**src/rtl/yin_pkg.sv**
```systemverilog
// Shared YIN definitions: sweep FSM encoding and datapath widths used by the
// scheduler and the difference datapath.
package yin_pkg;

    localparam int unsigned YIN_ACC_WIDTH       = 32;
    localparam int unsigned YIN_TAU_WIDTH       = 6;
    localparam int unsigned YIN_MIN_TAU         = 1;
    localparam int unsigned YIN_MAX_TAU         = 40;
    localparam int unsigned YIN_TH_FRAC_BITS    = 8;
    localparam int unsigned YIN_WATCHDOG_CYCLES = 512;

    typedef enum logic [2:0] {
        IDLE,
        LOAD,
        RUN,
        EVAL,
        DONE
    } yin_state_e;

endpackage

```
**src/rtl/yin_tau_scheduler_cmndf_compare.sv**
```systemverilog
// Cumulative-mean-normalised difference threshold test:
// d*tau*2^TH_W < th*cum_sum, evaluated on full-width unsigned products.
module yin_cmndf_compare
    import yin_pkg::*;
#(
    parameter int unsigned ACC_W = YIN_ACC_WIDTH,
    parameter int unsigned TAU_W = YIN_TAU_WIDTH,
    parameter int unsigned TH_W  = YIN_TH_FRAC_BITS
) (
    input  logic [ACC_W-1:0]       d,
    input  logic [TAU_W-1:0]       tau,
    input  logic [TH_W-1:0]        th,
    input  logic [ACC_W+TAU_W-1:0] cum_sum,
    output logic                   cross_c
);

    localparam int unsigned PW = ACC_W + TAU_W + TH_W;

    logic [PW-1:0] lhs;
    logic [PW-1:0] rhs;

    always_comb begin
        lhs     = (PW'(d) * PW'(tau)) << TH_W;
        rhs     = PW'(th) * PW'(cum_sum);
        cross_c = (lhs < rhs);
    end

endmodule

```
**src/rtl/yin_tau_scheduler.sv**
```systemverilog
// YIN lag sweep controller: steps tau through the difference datapath, picks
// the first threshold crossing or falls back to the global minimum.
module yin_tau_scheduler
    import yin_pkg::*;
#(
    parameter int unsigned ACC_WIDTH       = YIN_ACC_WIDTH,
    parameter int unsigned TAU_WIDTH       = YIN_TAU_WIDTH,
    parameter int unsigned MIN_TAU         = YIN_MIN_TAU,
    parameter int unsigned MAX_TAU         = YIN_MAX_TAU,
    parameter int unsigned TH_FRAC_BITS    = YIN_TH_FRAC_BITS,
    parameter int unsigned WATCHDOG_CYCLES = YIN_WATCHDOG_CYCLES
) (
    input  logic                    clk,
    input  logic                    reset,
    input  logic                    start,
    input  logic [TH_FRAC_BITS-1:0] threshold,
    output logic                    busy,
    output logic                    diff_reset,
    output logic [TAU_WIDTH-1:0]    diff_tau,
    input  logic                    diff_ready,
    input  logic [ACC_WIDTH-1:0]    diff_acc,
    output logic                    result_valid,
    output logic [TAU_WIDTH-1:0]    result_tau,
    output logic                    result_found,
    output logic                    error
);

    localparam int unsigned CUM_W = ACC_WIDTH + TAU_WIDTH;
    localparam int unsigned WD_W  = $clog2(WATCHDOG_CYCLES + 1);

    yin_state_e              state_q, state_d;
    logic [TAU_WIDTH-1:0]    tau_q, tau_d;
    logic [CUM_W-1:0]        cum_q, cum_d;
    logic [ACC_WIDTH-1:0]    min_val_q, min_val_d;
    logic [TAU_WIDTH-1:0]    min_tau_q, min_tau_d;
    logic [ACC_WIDTH-1:0]    d_q, d_d;
    logic [WD_W-1:0]         wd_q, wd_d;
    logic [TH_FRAC_BITS-1:0] th_q, th_d;
    logic                    busy_q, busy_d;
    logic                    diff_reset_q, diff_reset_d;
    logic                    result_valid_q, result_valid_d;
    logic [TAU_WIDTH-1:0]    result_tau_q, result_tau_d;
    logic                    result_found_q, result_found_d;
    logic                    error_q, error_d;

    logic [CUM_W-1:0]        cum_new;
    logic                    min_upd;
    logic [TAU_WIDTH-1:0]    min_tau_new;
    logic                    cross_c;

    yin_cmndf_compare #(
        .ACC_W (ACC_WIDTH),
        .TAU_W (TAU_WIDTH),
        .TH_W  (TH_FRAC_BITS)
    ) u_compare (
        .d       (d_q),
        .tau     (tau_q),
        .th      (th_q),
        .cum_sum (cum_new),
        .cross_c (cross_c)
    );

    always_comb begin
        state_d        = state_q;
        tau_d          = tau_q;
        cum_d          = cum_q;
        min_val_d      = min_val_q;
        min_tau_d      = min_tau_q;
        d_d            = d_q;
        wd_d           = wd_q;
        th_d           = th_q;
        busy_d         = busy_q;
        diff_reset_d   = 1'b0;
        result_valid_d = 1'b0;
        result_tau_d   = result_tau_q;
        result_found_d = result_found_q;
        error_d        = 1'b0;

        // Current lag's contribution, visible to the compare and the fallback pick
        cum_new     = cum_q + CUM_W'(d_q);
        min_upd     = (d_q < min_val_q);
        min_tau_new = min_upd ? tau_q : min_tau_q;

        unique case (state_q)
            IDLE: begin
                if (start) begin
                    state_d      = LOAD;
                    tau_d        = TAU_WIDTH'(MIN_TAU);
                    cum_d        = '0;
                    min_val_d    = '1;
                    min_tau_d    = TAU_WIDTH'(MIN_TAU);
                    th_d         = threshold;
                    busy_d       = 1'b1;
                    diff_reset_d = 1'b1;
                end
            end
            LOAD: begin
                state_d = RUN;
                wd_d    = '0;
            end
            RUN: begin
                if (diff_ready) begin
                    state_d = EVAL;
                    d_d     = diff_acc;
                end else if (wd_q == WD_W'(WATCHDOG_CYCLES - 1)) begin
                    state_d = IDLE;
                    busy_d  = 1'b0;
                    error_d = 1'b1;
                end else begin
                    wd_d = wd_q + WD_W'(1);
                end
            end
            EVAL: begin
                cum_d = cum_new;
                if (min_upd) begin
                    min_val_d = d_q;
                    min_tau_d = tau_q;
                end
                if (cross_c) begin
                    state_d        = DONE;
                    result_valid_d = 1'b1;
                    result_tau_d   = tau_q;
                    result_found_d = 1'b1;
                end else if (tau_q == TAU_WIDTH'(MAX_TAU)) begin
                    state_d        = DONE;
                    result_valid_d = 1'b1;
                    result_tau_d   = min_tau_new;
                    result_found_d = 1'b0;
                end else begin
                    state_d      = LOAD;
                    tau_d        = tau_q + TAU_WIDTH'(1);
                    diff_reset_d = 1'b1;
                end
            end
            DONE: begin
                state_d = IDLE;
                busy_d  = 1'b0;
            end
            default: begin
                state_d = IDLE;
                busy_d  = 1'b0;
            end
        endcase
    end

    always_ff @(posedge clk) begin
        if (reset) begin
            state_q        <= IDLE;
            tau_q          <= '0;
            cum_q          <= '0;
            min_val_q      <= '0;
            min_tau_q      <= '0;
            d_q            <= '0;
            wd_q           <= '0;
            th_q           <= '0;
            busy_q         <= 1'b0;
            diff_reset_q   <= 1'b1;
            result_valid_q <= 1'b0;
            result_tau_q   <= '0;
            result_found_q <= 1'b0;
            error_q        <= 1'b0;
        end else begin
            state_q        <= state_d;
            tau_q          <= tau_d;
            cum_q          <= cum_d;
            min_val_q      <= min_val_d;
            min_tau_q      <= min_tau_d;
            d_q            <= d_d;
            wd_q           <= wd_d;
            th_q           <= th_d;
            busy_q         <= busy_d;
            diff_reset_q   <= diff_reset_d;
            result_valid_q <= result_valid_d;
            result_tau_q   <= result_tau_d;
            result_found_q <= result_found_d;
            error_q        <= error_d;
        end
    end

    assign busy         = busy_q;
    assign diff_reset   = diff_reset_q;
    assign diff_tau     = tau_q;
    assign result_valid = result_valid_q;
    assign result_tau   = result_tau_q;
    assign result_found = result_found_q;
    assign error        = error_q;

endmodule

```
**config.mk**
```make
export PLATFORM = sky130hd
export DESIGN_NAME = yin_tau_scheduler
export DESIGN_NICKNAME = d
export VERILOG_FILES = /design/src/rtl/yin_pkg.sv /design/src/rtl/yin_tau_scheduler_cmndf_compare.sv /design/src/rtl/yin_tau_scheduler.sv
export SDC_FILE = /design/constraint.sdc
export NUM_CORES = 2
export LEC_CHECK = 0
export CORE_MARGIN = 10
export CORE_UTILIZATION = 25
export DETAILED_ROUTE_END_ITERATION = 10
export GPL_TIMING_DRIVEN = 1
export SLEW_MARGIN = 0
export SYNTH_ARGS = -nofsm -noshare
export SYNTH_HDL_FRONTEND = slang
export SYNTH_SLANG_ARGS = --single-unit
```
**constraint.sdc**
```tcl
create_clock -name clk -period 10.9 [get_ports clk]
set_input_delay 3.27 -clock clk [delete_from_list [all_inputs] [get_ports clk]]
set_output_delay 3.27 -clock clk [all_outputs]
set_load 0.1 [all_outputs]
```
==> out/summary.log <==
[logic_synthesis] area fraction in compound gates after synthesis 0.150
[clock_tree] Root Buffer Master clkbuf_16
[logic_synthesis] main area contributors after synthesis fa_1 (29%), dfxtp_1 (12%), ha_1 (11%)
[critical_path] arrival time of data at the critical path endpoint 10.64 ns
[critical_path] sort of element at the end of the critical path register
[clock_tree] worst skew pair latency 0.50 ns
[global_routing] sum of overflow across all layers after global routing 0
[sta] headroom to the max-slew limit 0.335
[route] number of iterations in the first detailed-routing pass 6
[logic_synthesis] count of state elements after synthesis 146
[critical_path] top cell family by delay on the critical path compound AO/OA/AOI/OAI gates
[logic_synthesis] proportion of synthesized area in mux cells 0.00127
[layout] layout cell share with drive strength beyond 1 0.0498
[route] number of DRC markers after the initial detailed-route iteration 1,090
[global_routing] GRT Total Usage 0.124
[route] count of unresolved DRC violations after routing 0
[logic_synthesis] fraction of registers with async set or reset after synthesis 0
[power_and_ir_drop] power per standard cell area 60.2 nW/µm²
[clock_tree] H-Tree Level Count 4
[sta] final-report hold violation count 0
[logic_synthesis] count of flip-flops with a built-in enable after synthesis 0
[logic_synthesis] xor and xnor fraction of the mapped netlist area 0.0388
[critical_path] R2R Path End result_tau[0]$_SDFFE_PP0P_
[critical_path] number of buffer and inverter instances along the worst setup path 2
[global_routing] pin count of the biggest net entering global routing 57
[critical_path] Critical Path Source d_q[1]$_SDFFE_PP0P_
[layout] post-synthesis to final-layout area growth 12.0%
[hold_path] Min-Delay Endpoint min_tau_q[5]$_SDFFE_PP0P_
[power_and_ir_drop] leakage dissipation 12.5 nW
[critical_path] highest cell delay on the worst timing path 0.60 ns
[power_and_ir_drop] worst voltage drop across the vdd grid 0.000123 V
[sta] fin worst setup slack 0.639 ns
[die] horizontal extent of the die 328 µm
[die] placeable core region 93,700 µm²
[sta] worst slack on hold paths 0.471 ns
[logic_synthesis] Net Count, Synth 3,449
[clock_tree] total of hold buffers inserted after clock tree synthesis 0
[layout] Inserted Diodes 0
[layout] number of filler cells placed in the layout 10,100
[hold_path] start point of the worst min-delay path min_tau_q[5]$_SDFFE_PP0P_
[clock_tree] clk sinks 146
[global_routing] initial antenna violation count 1
[logic_synthesis] top cells by instance count after synthesis inv_1 (391), nand2_1 (385), fa_1 (338)
[logic_synthesis] post-synth design cell area 23,700 µm²
[logic_synthesis] post-synthesis average cell area 8.32 µm²
[die] die height 328 µm
[critical_path] crit-path most repeated cell a21oi_1
[status] outcome complete, no violations
[logic_synthesis] top cell type's share of synthesized area 0.285
[route] via/cell ratio 4.69
[die] die area 108,000 µm²
[logic_synthesis] yosys synthesis warning count 0
[logic_synthesis] sequential share of the synthesized area 0.123
[placement] HPWL after detailed placement 51.3 mm
[critical_path] CP required 11.28 ns
[global_routing] via count of the first global-routing pass 19,900
[sta] f_max 97.5 MHz
[logic_synthesis] gate count of the mapped netlist 2,851
[placement] IO buf count 60
[sta] setup TNS 0 ns
[hold_path] hold path cells 2
[power_and_ir_drop] post-layout total power 1.60 mW
[flow_run] Max-cap violations 0
[hold_path] class of the tightest hold or removal check register to register
[sta] setup repair after global routing missed its margin false
[sta] Final Max Tran Viols 0
[global_routing] first-pass GRT wire length 109 mm
[die] Cell Rows 112
[route] Routed Wire Length 65.4 mm
[layout] layout net count 3,474
[placement] final RePlAce weighted congestion 0.902
[clock_tree] clock tree from TritonCTS built
[logic_synthesis] synthesized-area fraction occupied by and/or/nand/nor cells 0.201
[critical_path] worst r2r src d_q[1]$_SDFFE_PP0P_
[logic_synthesis] largest family of logic cells by synthesized area adder cells
[die] Boundary Pins 61
[clock_tree] Worst-path clk slew 0.06 ns
[logic_synthesis] Adder-Cell Fraction of Synth Area 0.399
[critical_path] Worst setup SP type register
[route] routed length per instance 15.8 µm
[logic_synthesis] primary flip-flop cell chosen by synthesis mapping dfxtp_1
[logic_synthesis] Cell variety after synth 72
[die] starting utilization of the core area 0.253
[sta] Worst-Margin Slew 0.995 ns
[sta] share of the clock period used by the worst path after layout 0.941
[critical_path] critical path fanouts, max 11
[clock_tree] CTS buffer count 17
[critical_path] worst reg-to-reg path cell count 38
[logic_synthesis] cell with the most instances after synthesis inv_1
[sta] minimum clock period after layout 10.26 ns
[placement] Worst Setup Slack post-DPL 0.350 ns
[critical_path] Slowest-stage cell, CP fa_1
[sta] Clock Skews 0.0152 ns
[critical_path] path type of the worst setup path register to register
[critical_path] slack of the worst reg-to-reg path 0.64 ns
[sta] number of failing setup endpoints in the final timing report 0
[route] total number of vias 19,400
[clock_tree] Max Buffers Root-to-Sink 2
[route] number of nets still failing antenna checks after routing 0
[logic_synthesis] cell type with the highest aggregate area in the netlist fa_1
[layout] utilization after layout 0.284
[through the flow]
step,instance area [µm²],instances
after detailed placement,26000,4110
after global placement,26000,4110
final,26600,4143
after global routing,26600,4143
after CTS,26500,4142
after floorplan,23700,2851
[placed cells by master, fill, tap and decap left out, types with 6 or more instances in the layout]
cell	netlist	layout
a21o_1	87	87
dfxtp_1	146	144
a22o_1	10	10
fa_1	338	338
o31ai_1	7	6
nand2b_1	22	22
nand3_1	36	36
o21ai_0	60	60
and3_1	17	17
o21a_1	12	12
nor3_1	24	24
nand4_1	27	27
ha_1	216	216
o211ai_1	14	14
buf_4	1	85
xnor2_1	55	50
and2_1	228	228
a31oi_1	13	12
inv_1	391	391
or3_1	10	10
a221o_1	9	9
xor2_1	50	50
o21bai_1	22	22
clkdlybuf4s50_1	0	59
nand2_1	385	384
nor4_1	8	7
a21oi_1	173	172
nor2_1	142	140
a211o_1	9	9
a22oi_1	18	18
a311oi_1	34	34
clkbuf_16	0	17
nor2b_1	60	60
a211oi_1	14	13
[worst max path at each step]
stage	cells past startpoint	end	slack, ns
final	38	result_tau[0]$_SDFFE_PP0P_	0.64
after global routing	40	result_tau[1]$_SDFFE_PP0P_	0.03
after CTS	39	result_tau[0]$_SDFFE_PP0P_	0.29
after detailed placement	39	result_tau[0]$_SDFFE_PP0P_	0.35
after global placement	40	result_tau[1]$_SDFFE_PP0P_	0.54
after floorplan	39	result_tau[0]$_SDFFE_PP0P_	1.44
[kinds of logic (layout without fill, tap and decap cells)]
kind of cell             Yosys count  after routing
AND/OR/NAND/NOR                  980            980
adder cells (fa/ha/maj)          554            554
AO/OA/AOI/OAI                    534            534
buffers and inverters            529            567
flip-flops                       146            146
XOR/XNOR                         105            105
multiplexers                       3              3
[tightest hold or removal path, cell delays in order, from the launching register on]
cell and delay [ns]:
dfxtp_1 0.31, nand3_1 0.06, a21oi_1 0.06
[layer usage]
metal	GRT usage	wire, µm	up-vias
met2	0.200	30200	406
met4	0.0248	668	0
li1	-	-	9326
met5	0	0	-
met3	0.0186	2940	33
met1	0.173	31700	9662
[sequential cells by signal (all words and copies together), names as in the netlist]
name	flops
error	1
diff_tau	6
state_q	3
cum_q	38
min_tau_q	6
result_found	1
min_val_q	32
d_q	32
result_valid	1
diff_reset	1
wd_q	10
th_q	8
busy	1
result_tau	6
[report_power, final]
group	switching (mW)	internal [mW]
Sequential	0.0293	0.562
Clock	0.282	0.320
Combinational	0.263	0.144
[cell type report]
class / count / area, µm² / share of cell area
Clock buffer: 21 / 450 / 0.0169
Clock inverter: 11 / 106 / 0.00400
Inverter: 391 / 1470 / 0.0552
Multi-Input combinational cell: 2176 / 18800 / 0.709
Sequential cell: 146 / 2930 / 0.110
Tap cell: 1254 / 1570 / 0.0590
Timing Repair Buffer: 144 / 1230 / 0.0462
[timing repair]
item | CTS | global route
setup buffers | 0 | 1
endpoints found under the setup margin | 0 | 12
gates resized for setup | 0 | 11
No activity file was read; power rests on OpenSTA's default activity.
==> patch 1 (same settings) <==
Re-encode `yin_state_e` (5 states) as one-hot, 5 bits wide.
--- a/src/rtl/yin_pkg.sv
+++ b/src/rtl/yin_pkg.sv
@@ -9,12 +9,12 @@
     localparam int unsigned YIN_TH_FRAC_BITS    = 8;
     localparam int unsigned YIN_WATCHDOG_CYCLES = 512;
 
-    typedef enum logic [2:0] {
-        IDLE,
-        LOAD,
-        RUN,
-        EVAL,
-        DONE
+    typedef enum logic [4:0] {
+        IDLE = 5'b00001,
+        LOAD = 5'b00010,
+        RUN  = 5'b00100,
+        EVAL = 5'b01000,
+        DONE = 5'b10000
     } yin_state_e;
 
 endpackage
Function: no difference found for any inputs over 4 cycles, from zero or initial values and one cycle with reset high; so few cycles prove little.
==> patch 1 against the unedited design <==
Final cell count is 0.46% higher; synthesized cell count is 1.8% higher; die area is 0.76% higher; sequential cell count is 2 higher; worst setup slack worse by 0.042 ns; routed wire length is 2.3% lower; area after synthesis is 0.81% higher; count of clock-buffer cells in the layout is 4 lower; final area hardly changed; critical path type unchanged; critical endpoint is now diff_tau[0]$_SDFFE_PP0P_.
Power is not compared: it rests on default switching activity, and its combinational part moved more than twofold at a synthesized area within 25%.
==> patch 1: results (changes against the unedited design) <==
Register-to-Register Path Depth: 34 (-11%)
CP Launch Point: d_q[12]$_SDFFE_PP0P_
Post-Syn Area per Cell: 8.24 um2 (-0.96%)
DRT iter0 DRCs: 968 (-11%)
Critical Path Sink: diff_tau[0]$_SDFFE_PP0P_
clock-pin slew on the worst setup and hold paths: 0.08 ns (+0.02 ns)
main area contributors after synthesis: fa_1 28%, dfxtp_1 12%, ha_1 11%
wire per inst: 15.4 um (-2.7%)
reg2reg setup slack: 0.60 ns (-0.04 ns)
Layout Skew: 0.0188 ns (+0.00357 ns)
number of global-route vias before repair: 19600 (-1.3%)
Distinct cells, synth: 75 (+4.2%)
hold path start: min_tau_q[3]$_SDFFE_PP0P_
hold_ws: 0.469 ns (-0.00235 ns)
outcome: completed
crit-path max FO: 10 (-1)
first-pass GRT wire length: 106000 um (-2.7%)
WP data arrival: 10.68 ns (+0.04 ns)
first-pass iteration count of the detailed router: 5 (-1)
post-DP HPWL: 50500 um (-1.6%)
ratio of cells with drive above 1 in the final layout: 4.18% (-0.81 points)
Placed Instance Area: 25900 um2 (about the same)
Slew Limit Headroom: 24.1% (-9.4 points)
gp weighted congestion: 0.852 (-5.6%)
post-detailed-routing wire length: 64000 um (-2.3%)
f_max: 0.0971 GHz (-0.41%)
post-synthesis mux area share: 0.330% (+0.20 points)
==> patch 1: cell type report <==
| cell class | count | area [um2] |
|---|---|---|
| fillers | 10300 | 68400 |
| clock inverters | 15 | 191 |
| clock buffers | 17 | 425 |
| multi-input cells | 2226 | 19000 |
| well taps | 1265 | 1580 |
| flip-flops and latches | 148 | 2970 |
| inverters | 383 | 1440 |
| repair buffers | 108 | 958 |
==> patch 1: metal layers <==
layer / routed length [um] / GRT usage, % / part of all wire, % / vias up
met1: 31100 / 16.8 / 49 / 9471
met3: 2720 / 1.88 / 4.2 / 65
met2: 28800 / 19.0 / 45 / 365
met4: 1310 / 3.56 / 2.0 / 2
li1: - / - / - / 9349
met5: 11 / 0 / 0.017 / -
==> patch 1: report_power, final <==
group	internal, mW	switching [mW]
logic	0.0530	0.0936
registers	0.558	0.0246
clock network	0.314	0.314
==> patch 1: what timing repair did <==
| item | CTS | global route |
|---|---|---|
| resized for setup | 0 | 5 |
| setup buffers | 0 | 0 |
| setup endpoints to repair | 0 | 12 |
==> patch 2 (config.mk and constraints unchanged) <==
Made on the original files. The package constant `YIN_TH_FRAC_BITS` goes from 8 to 6.
--- a/src/rtl/yin_pkg.sv
+++ b/src/rtl/yin_pkg.sv
@@ -6,7 +6,7 @@
     localparam int unsigned YIN_TAU_WIDTH       = 6;
     localparam int unsigned YIN_MIN_TAU         = 1;
     localparam int unsigned YIN_MAX_TAU         = 40;
-    localparam int unsigned YIN_TH_FRAC_BITS    = 8;
+    localparam int unsigned YIN_TH_FRAC_BITS    = 6;
     localparam int unsigned YIN_WATCHDOG_CYCLES = 512;
 
     typedef enum logic [2:0] {
Ports: changed (resized threshold); port bits go from 61 to 59. The function was not compared with the original's and may differ.
==> patch 2 against the unedited design <==
Worst setup slack gained 0.36 ns; power shrank 8.8%; maximum frequency grew 3.6%; routed wire length shrank 12%; clock power shrank 6.1%; die area shrank 9.5%; via count shrank 9.4%; sequential power shrank 2%; final area shrank 11%; area after synthesis shrank 10%; combinational power shrank 22%; sequential cell count shrank 2; critical endpoint is now result_tau[4]$_SDFFE_PP0P_.
==> patch 2: results (changes against the unedited design) <==
Port Buffers: 58 (-3.3%)
crit-path max FO: 11 (unchanged)
maximum VDD drop: 129 uV (+5.1%)
final number of hold-violating endpoints: 0 (unchanged)
async set-reset flop share out of synthesis: 0% (unchanged)
CTS H-Tree Depth: 4 (unchanged)
post-DP HPWL: 45100 um (-12%)
Max stage delay on crit path: 0.60 ns (about the same)
wire per inst: 15.3 um (-3.0%)
number of global-route vias before repair: 17500 (-12%)
GR Util All Layers: 11.7% (-0.66 points)
Power Density: 62.0 nW/um2 (+2.9%)
Clk Latency, worst-skew pair: 0.46 ns (-0.04 ns)
LEAKAGE: 11.1 nW (-11%)
DRT iter0 DRCs: 775 (-29%)
Distinct cells, synth: 84 (+17%)
clock root buffer: clkbuf_16
synth cell count leaders: 365 x nand2_1, 356 x inv_1, 267 x fa_1, 202 x ha_1, 172 x nor2_1
clock-pin slew on the worst setup and hold paths: 0.07 ns
hold path start: cum_q[30]$_SDFFE_PP0P_
Synth Register Bits: 144 (-1.4%)
worst min path class: flop to flop
post-synthesis compound-gate area fraction: 16.4% (+1.3 points)
final net count: 3102 (-11%)
gp weighted congestion: 0.847 (-6.1%)
outcome: completed
Syn. warnings: 0 (unchanged)
first-pass GRT wire length: 93800 um (-14%)
post-CTS setup buffers: 0 (unchanged)
family with the most delay on the worst path: compound AO/OA/AOI/OAI gates
largest net degree at the start of global routing: 72 (+26%)
Critical-path top delay cell: a21oi_1
post-synthesis xor/xnor area fraction: 4.41% (+0.54 points)
first-pass iteration count of the detailed router: 5 (-1)
fraction of power consumed by the clock network: 38.8% (+1.2 points)
Seq/Total Area, Yosys: 13.5% (+1.2 points)
DR vias/cell: 4.70 (+0.20%)
sw frac: 34.8% (-1.1 points)
post-synthesis adder-cell area fraction: 36.9% (-3.0 points)
Layout Skew: 0.0130 ns (-0.00220 ns)
post-synthesis mux area share: 0.141% (+0.014 points)
main area contributors after synthesis: fa_1 25%, dfxtp_1 14%, ha_1 12%
Largest regs: cum_q (38), d_q (32), min_val_q (32)
Slew Limit Headroom: 28.6% (-4.8 points)
Flop+latch power: 577 uW (-2%)
WP data arrival: 10.29 ns (-0.35 ns)
ratio of cells with drive above 1 in the final layout: 4.19% (-0.80 points)
## patch 2: cell types whose count changed after synthesis, sizes merged, moves of 12 or more
| cell | unedited run | this run |
|---|---|---|
| o21bai | 22 | 10 |
| ha | 216 | 202 |
| buf | 10 | 36 |
| nor2b | 60 | 11 |
| a21o | 87 | 72 |
| fa | 338 | 267 |
| nand2 | 385 | 366 |
| inv | 391 | 356 |
| clkbuf | 128 | 92 |
| and2 | 229 | 165 |
| nor2 | 142 | 172 |
## patch 2: worst paths after layout
kind | slack, ns | to | cells after the start
setup / recovery | 1.0 | result_tau[4]$_SDFFE_PP0P_ | 37
hold / removal | 0.46 | cum_q[30]$_SDFFE_PP0P_ | 2
setup reg to reg | 1.0 | result_tau[4]$_SDFFE_PP0P_ | 37
hold reg to reg | 0.46 | cum_q[30]$_SDFFE_PP0P_ | 2
## patch 2: metrics by stage
stage	cell area (um2)	hold WS, ns	instances	worst slack (ns)	util (%)
finish	23600	0.455	3748	1.00	27.8
global route	23600	0.484	3748	0.392	27.8
CTS	23600	0.460	3748	1.05	27.8
detailed placement	23000	0.449	3716	1.11	27.1
global placement	23000	0.438	3716	1.28	27.1
floorplan	21300	0.425	2613	2.51	-
## patch 2: area by class of cell
cell class	instances	area (um2)
clock buffers	17	425
clock inverters	15	123
fillers	9263	61300
inverters	358	1340
multi-input cells	1983	16600
flip-flops and latches	144	2880
well taps	1144	1430
repair buffers	87	796
## patch 2: cell families after synthesis
| kind of cell | Yosys count |
|---|---|
| buf+inv | 486 |
| compound gates | 513 |
| xor+xnor | 104 |
| flops | 144 |
| mux | 3 |
| fa+ha+maj | 469 |
| simple gates | 894 |
## patch 2: layer usage
layer / part of all wire (%) / global-route usage (%)
met1: 49 / 16.5
met2: 44 / 18.8
met3: 4.9 / 1.64
met4: 1.5 / 2.58
met5: 0.016 / 0
